<file path="config.mk">
export PLATFORM = sky130hd
export DESIGN_NAME = extbus_if
export DESIGN_NICKNAME = d
export VERILOG_FILES = /design/src/rtl/extbus_if.sv
export SDC_FILE = /design/constraint.sdc
export NUM_CORES = 1
export LEC_CHECK = 0
export ABC_CLOCK_PERIOD_IN_PS = 3750
export CAP_MARGIN = 15
export CORE_UTILIZATION = 54
export CTS_CLUSTER_SIZE = 20
export DETAILED_ROUTE_END_ITERATION = 12
export PLACE_DENSITY = 0.79
export SETUP_SLACK_MARGIN = 0.15
export SLEW_MARGIN = 15
export SYNTH_ARGS = -nofsm -noshare
export SYNTH_HDL_FRONTEND = slang
export SYNTH_SLANG_ARGS = --single-unit
</file>
<file path="constraint.sdc">
create_clock -name clk25 -period 3.75 [get_ports clk25]
set_input_delay 0.9375 -clock clk25 [delete_from_list [all_inputs] [get_ports clk25]]
set_output_delay 0.9375 -clock clk25 [all_outputs]
set_load 0.005 [all_outputs]
</file>
<file path="src/rtl/extbus_if.sv">
// External 6502-style bus bridge into the clk25 domain.
// Synchronises the bus strobes, address and data through equal-depth pipelines,
// then tracks each access with a small FSM. Completed accesses produce
// single-cycle register-file write/read strobes; overlapping strobes produce bus_err.
module extbus_if #(
  parameter int SYNC_STAGES = 2,
  parameter int MIN_ACTIVE  = 1
) (
  input  logic       clk25,
  input  logic       rst_n,
  input  logic       extbus_cs_n,
  input  logic       extbus_rd_n,
  input  logic       extbus_wr_n,
  input  logic [4:0] extbus_a,
  input  logic [7:0] extbus_d_in,
  output logic       extbus_d_oe,
  output logic [4:0] reg_addr,
  output logic [7:0] reg_wrdata,
  output logic       reg_write,
  output logic       reg_read,
  output logic       bus_err,
  output logic       busy
);

  typedef enum logic [1:0] {IDLE, WR_ACT, RD_ACT} state_t;

  localparam logic [1:0] MIN_CNT = 2'(MIN_ACTIVE);

  logic                   wr_act, rd_act;
  logic [SYNC_STAGES-1:0] wr_sync, rd_sync;
  logic [4:0]             a_sync [SYNC_STAGES];
  logic [7:0]             d_sync [SYNC_STAGES];
  logic                   wr_s, rd_s;
  logic [4:0]             a_s;
  logic [7:0]             d_s;
  logic                   wr_q, rd_q;
  logic [1:0]             cnt;
  state_t                 state;

  assign wr_act      = !extbus_cs_n && !extbus_wr_n;
  assign rd_act      = !extbus_cs_n && !extbus_rd_n;
  assign extbus_d_oe = rd_act;

  assign wr_s = wr_sync[SYNC_STAGES-1];
  assign rd_s = rd_sync[SYNC_STAGES-1];
  assign a_s  = a_sync[SYNC_STAGES-1];
  assign d_s  = d_sync[SYNC_STAGES-1];

  assign busy = (state != IDLE);

  // Equal-depth synchronisers keep address/data aligned with their strobe
  always_ff @(posedge clk25 or negedge rst_n) begin
    if (!rst_n) begin
      wr_sync <= '0;
      rd_sync <= '0;
      for (int unsigned i = 0; i < SYNC_STAGES; i++) begin
        a_sync[i] <= '0;
        d_sync[i] <= '0;
      end
    end else begin
      wr_sync   <= {wr_sync[SYNC_STAGES-2:0], wr_act};
      rd_sync   <= {rd_sync[SYNC_STAGES-2:0], rd_act};
      a_sync[0] <= extbus_a;
      d_sync[0] <= extbus_d_in;
      for (int unsigned i = 1; i < SYNC_STAGES; i++) begin
        a_sync[i] <= a_sync[i-1];
        d_sync[i] <= d_sync[i-1];
      end
    end
  end

  // Access FSM: latch on entry, emit end strobe on deassertion, flag overlaps
  always_ff @(posedge clk25 or negedge rst_n) begin
    if (!rst_n) begin
      state      <= IDLE;
      cnt        <= '0;
      reg_addr   <= '0;
      reg_wrdata <= '0;
      reg_write  <= 1'b0;
      reg_read   <= 1'b0;
      bus_err    <= 1'b0;
      wr_q       <= 1'b0;
      rd_q       <= 1'b0;
    end else begin
      reg_write <= 1'b0;
      reg_read  <= 1'b0;
      bus_err   <= 1'b0;
      wr_q      <= wr_s;
      rd_q      <= rd_s;
      case (state)
        IDLE: begin
          if (wr_s) begin
            state      <= WR_ACT;
            reg_addr   <= a_s;
            reg_wrdata <= d_s;
            cnt        <= 2'd1;
            bus_err    <= rd_s;
          end else if (rd_s) begin
            state    <= RD_ACT;
            reg_addr <= a_s;
            cnt      <= 2'd1;
          end
        end
        WR_ACT: begin
          if (wr_s) begin
            // data settles late on the 6502, so the last active sample wins
            reg_wrdata <= d_s;
            if (cnt < MIN_CNT) cnt <= cnt + 2'd1;
            if (rd_s && !rd_q) bus_err <= 1'b1;
          end else begin
            reg_write <= (cnt >= MIN_CNT);
            if (rd_s) begin
              state    <= RD_ACT;
              reg_addr <= a_s;
              cnt      <= 2'd1;
            end else begin
              state <= IDLE;
            end
          end
        end
        RD_ACT: begin
          if (rd_s) begin
            if (cnt < MIN_CNT) cnt <= cnt + 2'd1;
            if (wr_s && !wr_q) bus_err <= 1'b1;
          end else begin
            reg_read <= (cnt >= MIN_CNT);
            if (wr_s) begin
              state      <= WR_ACT;
              reg_addr   <= a_s;
              reg_wrdata <= d_s;
              cnt        <= 2'd1;
            end else begin
              state <= IDLE;
            end
          end
        end
        default: state <= IDLE;
      endcase
    end
  end

endmodule
</file>
==> run summary, run 1 <==
ys flop type - dfrtp_1
Synth Warn # - 0
Clock Latency Late Sink - 0.36 ns
Slew @ Worst Pin - 0.631 ns
Area contributors post-synth - dfrtp_1 67%, mux2_4 6.2%, ha_1 3.9%
DRT iter0 DRCs - 93
skew final - 0.00979 ns
Detail Placement HPWL - 2230 um
Peak supply drop - 0.298 mV
Die X-Extent - 61.8 um
antenna violations before repair - 0
cts repair resizes - 0
PortBufs - 35
synth cell count leaders - 52 x dfrtp_1, 12 x inv_1, 9 x a21oi_1
nets - 202
Ports - 36
Die Ht - 61.8 um
Mapped Cells - 141
Syn-to-layout area delta - 22.6%
status - complete, no violations
DRT Wirelength - 3210 um
clk sinks - 52
vias in the first global route - 1109
RSZ-0062 raised after global routing - false
CTS H-tree lvls - 2
post-route minimum period - 2.94 ns
Unique masters post-synth - 29
CP Capture Type - output pin
DRT Pass-1 Iters - 4
Non-Filler Instances - 225
critical path class - in2out
DR DRC count - 0
Post-synth EDFFs - 0
hold path startpoint - a_sync[7]
startpoint types - input pin
max-cap viol count - 0
syn_nets - 165
worst-case clock buffer depth - 2
Fillers - 243
Synth async-reset ratio - 100%
Final TNS setup - 0 ns
gr ovfl total - 0
fmax - 0.340 GHz
largest area contributor in the netlist - dfrtp_1
Post-CTS Hold Fix Bufs - 0
Antenna diodes - 0
Hold Path Class - reg2reg
DR vias - 1222
final setup fails - 0
cts bufs inserted - 5
root buf cell - clkbuf_4
CORE AREA - 3390 um^2
total global-route track usage - 19.0%
pin count of the biggest net entering global routing - 53
die area - 3820 um^2
sequential cell area fraction in the yosys report - 67.4%
Final Max Slew Viols - 0
Pwr Total - 1.48 mW
vias per inst - 5.43
setup bufs post-CTS - 0
RR Startpoint - state[0]
Final Hold Viols - 0
first-pass GRT wire length - 4980 um
PD cells - 625 nW/um^2
Leak - 1.07 nW
clk slew on worst S/H paths - 0.13 ns
Antenna Nets Post-Route - 0
Syn Area/Cell - 13.7 um^2
Yosys top cell area share - 67.4%
Placer Congestion - 0.853
row count - 21
crit-path max FO - 2
dpl cells - 217
#FFs+latches synth - 52
WL per Instance - 14.2 um
crit path launch - extbus_cs_n
fin area - 2370 um^2
Post-DP Area - 2300 um^2
synthesized cell area - 1930 um^2
Starting Density - 56.9%
Final period util - 78.4%
Worst Path Arrival - 2.00 ns
TritonCTS clock tree - yes
Required @ worst endpoint - 2.81 ns
Slew headroom - 58.0%
top-count cell post-synth - dfrtp_1
share of layout cells above drive strength 1 - 9.50%
==> sequential cells by signal, summed over array words and instances, names as in the netlist <==
signal      count
d_sync          8
rd_q            1
cnt             2
bus_err         1
reg_wrdata      8
a_s             5
state           2
reg_read        1
d_s             8
a_sync          5
rd_sync         2
reg_addr        5
reg_write       1
wr_sync         2
wr_q            1
==> critical path, cell delays in order <==
cell,delay (ns)
clkdlybuf4s50_1,0.42
nor2_1,0.14
clkdlybuf4s50_1,0.51
==> routing by layer <==
metal | track usage, % | vias to the layer above | share of wire, %
met2 | 29.8 | 45 | 53
met4 | 7.94 | 0 | 0.69
li1 | - | 568 | -
met5 | 0 | - | 0
met3 | 7.25 | 2 | 4.8
met1 | 23.8 | 607 | 42
==> final cells by class <==
class / count / area, um^2 / share of cell area [%]
Clock buffer: 7 / 55.1 / 2.33
Sequential cell: 52 / 1300 / 55.0
Inverter: 12 / 45.0 / 1.90
Tap cell: 46 / 57.6 / 2.43
Timing Repair Buffer: 35 / 348 / 14.7
Clock inverter: 1 / 7.51 / 0.317
Multi-Input combinational cell: 72 / 552 / 23.3
==> cell families after synthesis <==
kind of cell             share of synthesized area (%)
AO/OA/AOI/OAI                                     10.9
adder cells (fa/ha/maj)                           3.89
buffers and inverters                             3.96
flip-flops                                        67.4
multiplexers                                      6.23
AND/OR/NAND/NOR                                   7.59
==> final timing paths <==
kind                                 end  slack [ns]  cells after the start
hold / removal                    a_s[2]        0.36                      0
setup / recovery             extbus_d_oe        0.81                      3
max in group asynchronous         a_s[1]        2.75                      1
setup reg to reg           reg_wrdata[5]        1.58                      5
min in group asynchronous  reg_wrdata[7]        0.57                      1
hold reg to reg                   a_s[2]        0.36                      0
==> per-stage QoR <==
stage          setup slack (ns)  utilization (%)  hold slack (ns)
2_1_floorplan              1.74                -            0.331
5_1_grt                   0.749             69.8            0.368
3_3_place_gp              0.820             67.9            0.332
6_report                  0.810             69.8            0.362
3_5_place_dp              0.811             67.9            0.335
4_1_cts                   0.799             69.7            0.365
==> power breakdown <==
| group | total (mW) | leakage (nW) | switching (mW) | internal, mW |
|---|---|---|---|---|
| Combinational | 0.513 | 0.406 | 0.237 | 0.276 |
| Clock | 0.252 | 0.0315 | 0.160 | 0.0920 |
| Sequential | 0.714 | 0.630 | 0.0639 | 0.650 |
| Total | 1.48 | 1.07 | 0.462 | 1.02 |
==> cells in the final DEF, fill, tap and decap left out, types with 3 or more instances in the layout <==
cell             synthesis  layout
o21ai_0                  3       3
a32oi_1                  5       5
dfrtp_1                 52      52
inv_1                   12      12
nand2_1                  8       8
nand2b_1                 4       4
nor2_1                   6       6
ha_1                     6       6
mux2_4                   8       8
a21oi_1                  9       9
o221ai_1                 5       5
clkbuf_4                 0       5
clkdlybuf4s50_1          0      34
(Power assumes the default switching activity.)
==> run 2, diff against run 1 <==
--- a/config.mk
+++ b/config.mk
@@ -5,12 +5,12 @@
 export SDC_FILE = /design/constraint.sdc
 export NUM_CORES = 1
 export LEC_CHECK = 0
-export ABC_CLOCK_PERIOD_IN_PS = 3750
+export ABC_CLOCK_PERIOD_IN_PS = 3000
 export CAP_MARGIN = 15
-export CORE_UTILIZATION = 54
+export CORE_UTILIZATION = 51
 export CTS_CLUSTER_SIZE = 20
 export DETAILED_ROUTE_END_ITERATION = 12
-export PLACE_DENSITY = 0.79
+export PLACE_DENSITY = 0.75
 export SETUP_SLACK_MARGIN = 0.15
 export SLEW_MARGIN = 15
 export SYNTH_ARGS = -nofsm -noshare
==> constraint.sdc (replaced) <==
create_clock -name clk25 -period 3 [get_ports clk25]
set_input_delay 0.75 -clock clk25 [delete_from_list [all_inputs] [get_ports clk25]]
set_output_delay 0.75 -clock clk25 [all_outputs]
set_load 0.005 [all_outputs]
==> run 2 against run 1 <==
Clock power up 92%; design area grew 2.4%; clock skew decreased by 0.0018 ns; first-iteration DRC count increased by 46%; wire length down 0.53%; register-to-register slack got worse by 0.73 ns; power increased by 36%; critical path depth unchanged; via count is 0.82% lower; non-clock buffer count increased by 1; setup slack worse by 0.42 ns; utilization increased by 0.073 points; largest power group unchanged.
==> run summary, run 2 (synthesis gave the netlist of run 1 again) <==
Worst Path Arrival - 1.86 ns (-0.14 ns)
PD cells - 831 nW/um^2 (+33%)
Post-CTS Hold Fix Bufs - 0 (unchanged)
gr ovfl total - 0 (unchanged)
die area - 4030 um^2 (+5.7%)
DRT iter0 DRCs - 136 (+46%)
WL per Instance - 14.1 um (-0.97%)
Hold Slack - 0.355 ns (-0.00716 ns)
clk sinks - 52 (unchanged)
commonest non-fill, non-tap cell in the layout - dfrtp_1
crit-path max FO - 2 (unchanged)
Antenna Nets Post-Route - 0 (unchanged)
Slew headroom - 38.0% (-20 points)
Ports - 36 (unchanged)
hold depth - 0 (unchanged)
CP Capture Type - output pin
Syn-to-layout area delta - 25.6%
P_sw - 0.604 mW (+31%)
Die X-Extent - 63.5 um (+2.8%)
DRT Wirelength - 3190 um (-0.53%)
share of layout cells above drive strength 1 - 10.6% (+1.1 points)
Switching Fraction - 30.0% (-1.2 points)
Slowest-stage cell, CP - clkdlybuf4s50_1
DR DRC count - 0 (unchanged)
Final TNS setup - 0 ns (unchanged)
TritonCTS clock tree - yes
pin count of the biggest net entering global routing - 46 (-13%)
Final Hold Viols - 0 (unchanged)
DRT Pass-1 Iters - 4 (unchanged)
Starting Density - 55.6% (-1.3 points)
Antenna diodes - 0 (unchanged)
Hold Path Class - reg2reg
P_int - 1.41 mW (+39%)
Clock Latency Late Sink - 0.31 ns (-0.05 ns)
skew final - 0.00803 ns (-0.00176 ns)
Required @ worst endpoint - 2.25 ns (-0.56 ns)
row count - 21 (unchanged)
Placer Congestion - 0.818 (-4.1%)
max-cap viol count - 0 (unchanged)
most frequent cells in the layout - 52 x dfrtp_1, 34 x clkdlybuf4s50_1, 12 x inv_1
Clk pwr share - 24.0% (+6.9 points)
antenna violations before repair - 0 (unchanged)
RR Startpoint - state[0]
Final period util - 87.0%
R2R cell count - 5 (unchanged)
vias in the first global route - 1268 (+14%)
Final Max Slew Viols - 0 (unchanged)
critical path's most frequent cell - clkdlybuf4s50_1
nets - 203 (+0.50%)
hold endpoint - d_s[1]
Critical Path Max Stage Delay - 0.53 ns (+0.02 ns)
crit path cell chain - clkdlybuf4s50_1, nor2_1, clkdlybuf4s50_1
Sequential Power Share - 44.5% (-3.8 points)
status - complete, no violations
Die Ht - 63.5 um (+2.8%)
final setup fails - 0 (unchanged)
critical path class - in2out
combinational share of power - 31.5% (-3.2 points)
cts bufs inserted - 5 (unchanged)
Peak supply drop - 0.546 mV (+83%)
vias per inst - 5.36 (-1.3%)
hold path startpoint - d_sync[9]
CORE AREA - 3470 um^2 (+2.3%)
worst-case clock buffer depth - 2 (unchanged)
startpoint types - input pin
Leak - 1.10 nW (+3.0%)
root buf cell - clkbuf_8
DR vias - 1212 (-0.82%)
post-route minimum period - 2.61 ns
Slew @ Worst Pin - 0.930 ns (+0.300 ns)
PortBufs - 35 (unchanged)
cts repair resizes - 0 (unchanged)
CTS H-tree lvls - 2 (unchanged)
FF-to-FF setup slack - 0.85 ns (-0.73 ns)
RSZ-0062 raised after global routing - false
r2r endpoint - reg_wrdata[2]
setup bufs post-CTS - 0 (unchanged)
total global-route track usage - 19.2% (+0.19 points)
fmax - 0.383 GHz
clk slew on worst S/H paths - 0.09 ns (-0.04 ns)
Detail Placement HPWL - 2110 um (-5.4%)
first-pass GRT wire length - 5780 um (+16%)
==> run 2: cell types whose count changed in the layout (fill, tap and decap cells not counted) <==
cell | before | now
clkinv_2 | 0 | 1
inv_8 | 0 | 1
clkbuf_8 | 1 | 5
clkbuf_1 | 1 | 0
clkinvlp_4 | 1 | 0
buf_2 | 0 | 1
bufinv_16 | 0 | 1
clkbuf_4 | 5 | 0
==> run 2: area by class of cell <==
class                   instances  area (um^2)
fillers                       260         1040
inverters                      12         45.0
clock buffers                   5         68.8
multi-input cells              72          552
flip-flops and latches         52         1300
well taps                      46         57.6
clock inverters                 3         46.3
repair buffers                 36          353
==> run 2: power groups by stage <==
stage                     logic, mW  clock network, mW  registers (mW)
final                         0.635              0.484           0.896
after global routing          0.706              0.530           0.913
after CTS                     0.636              0.497           0.895
after detailed placement      0.629                  0           0.906
after global placement        0.610                  0           0.898
after floorplan               0.365                  0           0.895
==> run 2: layer usage <==
metal  track usage, %  vias to the layer above  routed length [um]
li1                 -                      560                   -
met1             25.1                      598                1400
met2             29.7                       47                1560
met3             5.25                        7                 172
met4             8.81                        0                  52
met5                0                        -                   0
==> run 2: worst max path at each step <==
stage                      startpoint             to  cells past startpoint
final                     extbus_cs_n    extbus_d_oe                      3
after global placement    extbus_cs_n    extbus_d_oe                      3
after floorplan              state[0]  reg_wrdata[0]                      6
after global routing      extbus_cs_n    extbus_d_oe                      3
after detailed placement  extbus_cs_n    extbus_d_oe                      3
after CTS                 extbus_cs_n    extbus_d_oe                      3
==> run 2: worst max-delay path, delay by kind of cell <==
kind / cells / cell delay [ns]
simple gates: 1 / 0.15
buf+inv: 2 / 0.95
==> run 2: per-stage QoR <==
stage	cell area [um^2]	setup WS (ns)	std cells	util, %	total power [mW]
2_1_floorplan	1930	1.16	141	-	1.26
3_3_place_gp	2310	0.443	218	66.6	1.51
3_5_place_dp	2310	0.373	218	66.6	1.53
4_1_cts	2420	0.371	226	69.9	2.03
5_1_grt	2420	0.335	226	69.9	2.15
6_report	2420	0.390	226	69.9	2.01
==> run 3, diff against run 2 <==
--- a/config.mk
+++ b/config.mk
@@ -12,7 +12,7 @@
 export DETAILED_ROUTE_END_ITERATION = 12
 export PLACE_DENSITY = 0.75
 export SETUP_SLACK_MARGIN = 0.15
-export SLEW_MARGIN = 15
+export SLEW_MARGIN = 20
 export SYNTH_ARGS = -nofsm -noshare
 export SYNTH_HDL_FRONTEND = slang
 export SYNTH_SLANG_ARGS = --single-unit
==> results of run 3 <==
Final layout, timing and power as in run 2 (identical DEF).
